===== config.mk =====
export PLATFORM = sky130hd
export DESIGN_NAME = bcd_button_entry
export DESIGN_NICKNAME = d
export VERILOG_FILES = /design/src/rtl/bcd_entry_pkg.sv /design/src/rtl/button_debounce.sv /design/src/rtl/bcd_button_entry.sv
export SDC_FILE = /design/constraint.sdc
export NUM_CORES = 1
export LEC_CHECK = 0
export BUFFER_PORTS_ARGS = -buffer_cell sky130_fd_sc_hd__buf_4
export CAP_MARGIN = 20
export CORE_UTILIZATION = 25
export CTS_BUF_LIST = sky130_fd_sc_hd__clkbuf_8
export DETAILED_ROUTE_END_ITERATION = 12
export PLACE_DENSITY = 0.43
export SLEW_MARGIN = 20
export SYNTH_ARGS = -nofsm -noshare
export SYNTH_HDL_FRONTEND = slang
export SYNTH_SLANG_ARGS = --single-unit

===== constraint.sdc =====
create_clock -name i_Clk -period 3.2 [get_ports i_Clk]
set_input_delay 0.96 -clock i_Clk [delete_from_list [all_inputs] [get_ports i_Clk]]
set_output_delay 0.96 -clock i_Clk [all_outputs]
set_load 0.05 [all_outputs]

===== src/rtl/bcd_entry_pkg.sv =====
// Shared types and constants for the two-digit BCD button entry block.
package bcd_entry_pkg;

    typedef logic [3:0] bcd_digit_t;

    typedef enum logic [1:0] {
        CMD_NONE,
        CMD_INC,
        CMD_DEC,
        CMD_CLR
    } cmd_t;

    typedef enum logic [1:0] {
        RPT_IDLE,
        RPT_DELAY,
        RPT_RUN
    } rpt_state_t;

    localparam bcd_digit_t BCD_MAX = 4'd9;

endpackage


===== src/rtl/button_debounce.sv =====
// Two-flop synchronizer plus stability-count debouncer for one raw push button.
// Emits the debounced level and a one-cycle pulse on each debounced 0->1 transition.
module button_debounce #(
    parameter int DEBOUNCE_CYCLES = 250000
) (
    input  logic clk,
    input  logic rst_n,
    input  logic btn,
    output logic level,
    output logic press
);

    localparam int CNT_W = (DEBOUNCE_CYCLES > 2) ? $clog2(DEBOUNCE_CYCLES) : 1;

    logic             meta;
    logic             sync;
    logic [CNT_W-1:0] cnt;

    // The counter tracks how long sync has disagreed with level; any agreement restarts it.
    always_ff @(posedge clk or negedge rst_n) begin
        if (!rst_n) begin
            meta  <= 1'b0;
            sync  <= 1'b0;
            cnt   <= '0;
            level <= 1'b0;
            press <= 1'b0;
        end else begin
            meta  <= btn;
            sync  <= meta;
            press <= 1'b0;
            if (sync == level) begin
                cnt <= '0;
            end else if (cnt == CNT_W'(DEBOUNCE_CYCLES - 1)) begin
                cnt   <= '0;
                level <= sync;
                press <= sync;
            end else begin
                cnt <= cnt + 1'b1;
            end
        end
    end

endmodule


===== src/rtl/bcd_button_entry.sv =====
// Two-digit BCD value entry from increment/decrement/clear buttons.
// Hold-to-repeat is compiled in only when BCD_BUTTON_ENTRY_REPEAT_EN is defined.
module bcd_button_entry
    import bcd_entry_pkg::*;
#(
    parameter int DEBOUNCE_CYCLES = 250000,
    parameter int REPEAT_DELAY    = 12500000,
    parameter int REPEAT_RATE     = 2500000
) (
    input  logic       i_Clk,
    input  logic       i_Rst_L,
    input  logic       i_Inc_Btn,
    input  logic       i_Dec_Btn,
    input  logic       i_Clr_Btn,
    output bcd_digit_t o_Tens,
    output bcd_digit_t o_Ones,
    output logic       o_Changed,
    output logic       o_Wrap
);

    logic inc_lvl, dec_lvl, clr_lvl;
    logic inc_prs, dec_prs, clr_prs;
    logic inc_edge, dec_edge, clr_edge;
    logic rpt_step;
    logic rpt_dec;
    cmd_t cmd;

    button_debounce #(.DEBOUNCE_CYCLES(DEBOUNCE_CYCLES)) u_inc (
        .clk(i_Clk), .rst_n(i_Rst_L), .btn(i_Inc_Btn), .level(inc_lvl), .press(inc_prs)
    );
    button_debounce #(.DEBOUNCE_CYCLES(DEBOUNCE_CYCLES)) u_dec (
        .clk(i_Clk), .rst_n(i_Rst_L), .btn(i_Dec_Btn), .level(dec_lvl), .press(dec_prs)
    );
    button_debounce #(.DEBOUNCE_CYCLES(DEBOUNCE_CYCLES)) u_clr (
        .clk(i_Clk), .rst_n(i_Rst_L), .btn(i_Clr_Btn), .level(clr_lvl), .press(clr_prs)
    );

    // A press pulse always coincides with its level being high; qualifying is harmless.
    assign inc_edge = inc_prs & inc_lvl;
    assign dec_edge = dec_prs & dec_lvl;
    assign clr_edge = clr_prs & clr_lvl;

`ifdef BCD_BUTTON_ENTRY_REPEAT_EN
    localparam int RPT_MAX = (REPEAT_DELAY > REPEAT_RATE) ? REPEAT_DELAY : REPEAT_RATE;
    localparam int RPT_W   = (RPT_MAX > 2) ? $clog2(RPT_MAX) : 1;

    rpt_state_t       rpt_state;
    logic [RPT_W-1:0] rpt_timer;
    logic             rpt_abort;

    assign rpt_abort = rpt_dec ? (!dec_lvl || inc_lvl || clr_lvl)
                               : (!inc_lvl || dec_lvl || clr_lvl);
    assign rpt_step  = (rpt_state != RPT_IDLE) && !rpt_abort && (rpt_timer == '0);

    // A fresh single-direction press always restarts the delay, even mid-repeat.
    always_ff @(posedge i_Clk or negedge i_Rst_L) begin
        if (!i_Rst_L) begin
            rpt_state <= RPT_IDLE;
            rpt_timer <= '0;
            rpt_dec   <= 1'b0;
        end else if (!clr_edge && (inc_edge ^ dec_edge)) begin
            rpt_state <= RPT_DELAY;
            rpt_timer <= RPT_W'(REPEAT_DELAY - 1);
            rpt_dec   <= dec_edge;
        end else if (clr_edge || rpt_abort) begin
            rpt_state <= RPT_IDLE;
            rpt_timer <= '0;
        end else if (rpt_state != RPT_IDLE) begin
            if (rpt_timer == '0) begin
                rpt_state <= RPT_RUN;
                rpt_timer <= RPT_W'(REPEAT_RATE - 1);
            end else begin
                rpt_timer <= rpt_timer - 1'b1;
            end
        end
    end
`else
    assign rpt_step = 1'b0;
    assign rpt_dec  = 1'b0;
`endif

    always_comb begin
        cmd = CMD_NONE;
        if (clr_edge)
            cmd = CMD_CLR;
        else if (inc_edge && !dec_edge)
            cmd = CMD_INC;
        else if (dec_edge && !inc_edge)
            cmd = CMD_DEC;
        else if (!inc_edge && !dec_edge && rpt_step)
            cmd = rpt_dec ? CMD_DEC : CMD_INC;
    end

    always_ff @(posedge i_Clk or negedge i_Rst_L) begin
        if (!i_Rst_L) begin
            o_Tens    <= '0;
            o_Ones    <= '0;
            o_Changed <= 1'b0;
            o_Wrap    <= 1'b0;
        end else begin
            o_Changed <= (cmd != CMD_NONE);
            o_Wrap    <= 1'b0;
            case (cmd)
                CMD_INC: begin
                    if (o_Ones == BCD_MAX) begin
                        o_Ones <= '0;
                        if (o_Tens == BCD_MAX) begin
                            o_Tens <= '0;
                            o_Wrap <= 1'b1;
                        end else begin
                            o_Tens <= o_Tens + 4'd1;
                        end
                    end else begin
                        o_Ones <= o_Ones + 4'd1;
                    end
                end
                CMD_DEC: begin
                    if (o_Ones == '0) begin
                        o_Ones <= BCD_MAX;
                        if (o_Tens == '0) begin
                            o_Tens <= BCD_MAX;
                            o_Wrap <= 1'b1;
                        end else begin
                            o_Tens <= o_Tens - 4'd1;
                        end
                    end else begin
                        o_Ones <= o_Ones - 4'd1;
                    end
                end
                CMD_CLR: begin
                    o_Tens <= '0;
                    o_Ones <= '0;
                end
                default: ;
            endcase
        end
    end

endmodule

## After elaboration in Yosys (flattened, before gate mapping)

Index checks and enable logic that the tools add are counted.
W data, S select, Z words.

| operators by class | value |
|---|---|
| mux-type cells | 28 |
| equality and inequality tests | 13 |
| reductions and logical operators | 12 |
| add/subtract/negate cells | 7 |
| bitwise operators | 6 |

Operators with widths:

| operator | count |
|---|---|
| $mux W18 | 6 |
| $add A18 B1 Y18 const B | 3 |
| $eq A18 B18 Y1 const B | 3 |
| $mux W4 | 6 |
| $pmux W4 S3 | 2 |
| $mux W1 | 10 |
| $add A4 B1 Y4 const B | 2 |
| $eq A4 B4 Y1 const B | 2 |
| $logic_not A4 Y1 | 2 |
| $sub A4 B1 Y4 const B | 2 |
| $mux W2 | 3 |
| $reduce_and A2 Y1 | 3 |
| $eq A2 B2 Y1 const B | 2 |
| $ne A2 B2 Y1 const B | 2 |
| $and A1 B1 Y1 | 3 |
| $eq A1 B1 Y1 | 3 |
| $not A1 Y1 | 3 |
| $reduce_and A3 Y1 | 1 |
| $reduce_bool A3 Y1 | 1 |
| $eq A2 B1 Y1 const B | 1 |
| $logic_and A1 B1 Y1 | 2 |
| $logic_not A1 Y1 | 2 |
| $pmux W1 S2 | 1 |
| $reduce_bool A2 Y1 | 1 |

| word-level totals | value |
|---|---|
| output and inout port bits | 10 |
| word-level logic and storage cells | 85 |
| input bits | 5 |
| register bits | 76 |

## Longest topological paths before layout

| depth | value |
|---|---|
| depth in word-level cells | 9 |
| mapped depth | 9 |
| depth with buffers taken out | 8 |

## Cells and area by module

A second synthesis with hierarchy kept.

| second synthesis, totals | value |
|---|---|
| cells, all modules | 397 |
| area total of the unflattened synthesis | 4,008.8 um2 |

By module, submodules not included:

| module | sequential area each (um2) | area an instance (um2) | instances | cells each |
|---|---|---|---|---|
| button_debounce | 550.5 | 1,059.8 | 3 | 100 |
| bcd_button_entry | 250.2 | 829.5 | 1 | 97 |

## Least setup slack after synthesis

Ideal clock, no wire load.

| timing | value |
|---|---|
| path type | flip-flop to flip-flop |
| start | register u_dec.level |
| end | register o_Tens[0] |
| setup slack | 0.890 ns |
| setup time | 0.125 ns |
| buffers on the path | 1 |
| data required time | 3.075 ns |
| data arrival time | 2.185 ns |
| clock period less this slack | 2.310 ns |
| cell stages (with the launch flop) | 9 |
| path through | dfrtp_1 -> nand2_1 -> a32oi_1 -> ha_1 -> clkbuf_1 -> and3b_1 -> o21ai_0 -> and2_1 -> mux2_2 |

| between the ends | value |
|---|---|
| longest elaborated chain between the ends | 8 |
| elaborated cells between the ends (all ways) | 15 |
| those cells by class | eq/ne: 5; mux: 4; bitwise: 1; reduce/logical: 5 |

Ends and longest elaborated chain:

| item | RTL line | text |
|---|---|---|
| start, declared | button_debounce.sv:9 | `output logic level,` |
| start signal, assigned | button_debounce.sv:35 | `level <= sync;` |
| $and A1 B1 Y1 * | bcd_button_entry.sv:40 | `assign dec_edge = dec_prs & dec_lvl;` |
| $logic_and A1 B1 Y1 / $logic_not A1 Y1 (equally long branches) | n/a |  |
| $mux W2 / $logic_and A1 B1 Y1 (equally long branches) | bcd_button_entry.sv:88, bcd_button_entry.sv:86 |  |
| $mux W2 * | bcd_button_entry.sv:86 | `else if (inc_edge && !dec_edge)` |
| $mux W2 * | bcd_button_entry.sv:84 | `if (clr_edge)` |
| $eq A2 B2 Y1 / $eq A2 B1 Y1 (equally long branches) | bcd_button_entry.sv:103 | `case (cmd)` |
| $ne A2 B2 Y1 (no line) / $reduce_bool A3 Y1 (equally long branches) | n/a |  |
| $reduce_and A3 Y1 (no line) | n/a |  |
| end signal, assigned | bcd_button_entry.sv:111 | `o_Tens <= o_Tens + 4'd1;` |
| end signal, assigned | bcd_button_entry.sv:124 | `o_Tens <= o_Tens - 4'd1;` |
| end, declared | bcd_button_entry.sv:15 | `output bcd_digit_t o_Tens,` |

Every way passes the cells marked *; elsewhere a longest branch is shown, timed or not.
A chain may end at the register's enable or synchronous reset.

## Worst setup path in the final report

Same ends and word-level chain as after synthesis.

==> results.py <==
metrics = {
    "logic_synthesis": {
        "async_reset_ff_share_pct": 100,
        "ys.flop_type": "dfrtp_1",
        "netlist_instances": 410,
        "yosysUniqueCellTypes": 52,
        "ys_seq_elements": 76,
        "avgSynthCellArea_sq_um": 9.64,
        "synth-seq-area-share_pct": 48.1,
        "synth_edf_count": 0,
        "yosysWarnings": 0,
        "synth_fp_nets": 422,
        "synth_area_sq_um": 3950,
    },
    "layout": {
        "nets": 432,
        "synthToLayoutAreaGrowth_pct": 13.1,
        "drive_gt1_share_pct": 10.6,
        "final_common_cell": "dfrtp_1",
        "fillers": 1661,
        "insertedDiodeCount": 0,
        "seq_area_sq_um": 1900,
        "final_cell_mix": "dfrtp_1, nor2_1, xnor2_1",
        "multiInputGateArea_sq_um": 1930,
    },
    "global_routing": {
        "grt_max_degree": 45,
        "grt_use_total_pct": 10.8,
        "grt_pass1_wl_um": 14000,
        "overflow": 0,
        "grt_pass1_vias": 2913,
        "antenna_found_initial": 0,
    },
    "worst_setup_path": {
        "r2r_start": "u_dec.level",
        "path_class": "flip-flop to flip-flop",
        "worstPathMaxFanout": 18,
        "crit_path_end_kind": "flip-flop",
        "crit_arrival_ns": 2.77,
        "r2r_end": "o_Tens[0]",
        "critPathLaunchType": "flip-flop",
        "critical_path.cell_chain": "nand2_1, a32oi_1, ha_1, buf_4, and3b_1, o21ai_0, and2_1, mux2_2",
        "cp.required_ns": 3.43,
        "cpMaxStageDelayCell": "o21ai_0",
        "r2r_setup_slack_ns": 0.66,
        "reg2regPathDepth": 8,
        "crit_path_max_incr_delay_ns": 0.42,
        "worstSetupStartpoint": "u_dec.level",
    },
    "clock_network": {
        "clockBufferDepth": 2,
        "clk_pin_slew_ns": 0.08,
        "postCtsSetupBuffers": 0,
        "root_buffer": "clkbuf_8",
        "clk_latency_ns": 0.34,
        "cts_tree": "yes",
        "hold_buffers": 0,
        "cts.repair.resized": 0,
        "h-tree-depth": 3,
        "numCtsBuffers": 9,
        "clock_sinks": 76,
    },
    "power": {
        "worst_ir_drop_vdd_v": 0.000150,
        "sw_frac_of_total_pct": 23.0,
        "p_int_mw": 1.34,
        "seq_power_share_pct": 56.4,
        "power.share.clock_pct": 40.2,
        "powerDensity_nw_per_um2": 390,
        "p_comb_share_pct": 3.3,
        "switchingPower_mw": 0.400,
        "leakagePower_nw": 1.82,
    },
    "sta": {
        "fin_skew_ns": 0.00792,
        "drv_slew": 0,
        "tightest_slew_ns": 0.778,
        "rsz0062_at_grt": "false",
        "fin_ws_ns": 0.662,
        "slew_headroom_pct": 47.5,
        "period_minus_slack_ns": 2.54,
        "hold_violations": 0,
        "setup_viol_count_final": 0,
        "max_freq_mhz": 394,
        "finalSetupTns_ns": 0,
        "finalCritPeriodShare_pct": 79.3,
    },
    "min_path": {
        "hold-path-cell-count": 0,
        "hold_path_class": "flip-flop to flip-flop",
        "worstHoldStart": "u_dec.meta",
        "hold_end": "u_dec.sync",
    },
    "placement": {
        "gp_congestion": 0.769,
        "port-buffer-count": 14,
        "post-place-ws_ns": 0.677,
        "hpwl_um": 5400,
    },
    "routing": {
        "wirelength_um": 7960,
        "wl_met1_um": 3910,
        "drt_pass1_iterations": 4,
        "ant_nets": 0,
        "routed-wl-met3_um": 295,
        "met2WireLength_um": 3670,
        "highest_layer": "met4",
        "drcViolationCount": 0,
        "wl_per_cell_um": 12.5,
        "dr.first_iter.drc_count": 166,
        "via_count": 2985,
        "routed_via_density": 4.69,
    },
    "floorplan": {
        "die_y_um": 128,
        "num_rows": 45,
        "dieWidth_um": 128,
        "start_util_pct": 25.8,
        "die-area_sq_um": 16300,
        "io_pins": 15,
        "core_area_sq_um": 15300,
    },
    "run_status": {
        "status": "finished clean",
    },
    "run": {
        "maxCapViolations": 0,
    },
}
-- synthesized netlist by cell type (all sizes together), types with 2 or more instances --
library cell	instances	area, sq um
a221oi	2	17.5
a21o	2	15.0
o21ai	15	75.1
or3	8	50.1
mux2	4	45.0
inv	10	37.5
o41ai	2	43.8
a32o	2	20.0
clkbuf	15	56.3
nand2	21	78.8
and3	9	56.3
xnor2	24	210
nand4	15	100
nor3	19	95.1
nor2b	3	18.8
nand3	19	95.1
and4	3	27.5
nor2	57	214
ha	7	87.6
mux2i	2	20.0
a31oi	2	12.5
o31ai	7	52.6
nor4	6	37.5
nand3b	2	15.0
a21oi	19	95.1
nor3b	2	15.0
and2	2	12.5
and3b	2	17.5
a22o	2	17.5
a221o	2	20.0
nand2b	4	25.0
buf	5	27.5
or4	11	90.1
xor2	15	131
dfrtp	76	1900
nor4b	3	26.3
o211ai	2	15.0
-- kinds of logic after synthesis --
| kind of cell | after synthesis | synth area share, % |
|---|---|---|
| AOI/OAI and AO/OA | 63 | 11.0 |
| xor gates and xnor gates | 39 | 8.64 |
| and+or+nand+nor | 189 | 25.3 |
| buffers and inverters | 30 | 3.07 |
| DFF | 76 | 48.1 |
| muxes | 6 | 1.65 |
| adders and majority gates | 7 | 2.22 |
-- critical path: cells and delay by family (launching register included) --
kind	cells	cell delay (ns)
AOI/OAI and AO/OA	2	0.72
adders and majority gates	1	0.21
buffers and inverters	1	0.22
DFF	1	0.41
muxes	1	0.34
and+or+nand+nor	3	0.53
-- metrics by stage --
stage	power (mW)	hold WS [ns]	util [%]	cells	instance area [sq um]
floorplan	1.03	0.331	-	410	3950
global placement	1.06	0.337	28.0	620	4290
detailed placement	1.06	0.335	28.0	620	4290
CTS	1.79	0.354	29.2	636	4470
global route	1.83	0.377	29.2	636	4470
finish	1.74	0.351	29.2	636	4470
-- power groups by stage --
stage | logic [mW] | clock network (mW) | registers, mW
after detailed placement | 0.0613 | 0 | 1.00
after global routing | 0.0679 | 0.780 | 0.986
after CTS | 0.0612 | 0.748 | 0.984
final | 0.0578 | 0.701 | 0.984
after floorplan | 0.0256 | 0 | 1.00
after global placement | 0.0609 | 0 | 1.00
-- per-layer routing --
| metal | GRT usage (%) | up-vias |
|---|---|---|
| met5 | 0 | - |
| met4 | 3.94 | 0 |
| met3 | 3.05 | 7 |
| met2 | 17.1 | 44 |
| met1 | 14.0 | 1444 |
| li1 | - | 1490 |
-- worst max path at each step --
stage,endpoint
3_5_place_dp,o_Tens[0]
5_1_grt,o_Tens[0]
4_1_cts,o_Tens[0]
3_3_place_gp,o_Tens[0]
6_report,o_Tens[0]
2_1_floorplan,o_Tens[0]
-- cell type report --
cell class	count	area share, %
timing repair buffer	19	3.47
sequential	76	42.5
clock inverter	7	1.34
clock buffer	9	2.77
multi-input combinational	304	43.1
inverter	10	0.840
tap	211	5.91
-- sequential cells by signal, summed over array words and instances, names as in the netlist --
register     count
u_clr.cnt       18
o_Wrap           1
o_Tens           4
u_inc.sync       1
u_dec.level      1
u_inc.cnt       18
u_inc.level      1
u_clr.press      1
u_dec.meta       1
o_Ones           4
u_clr.level      1
u_dec.sync       1
u_clr.meta       1
u_inc.meta       1
o_Changed        1
u_dec.press      1
u_clr.sync       1
u_inc.press      1
u_dec.cnt       18
Note: power is estimated with default switching activity, not from simulation.
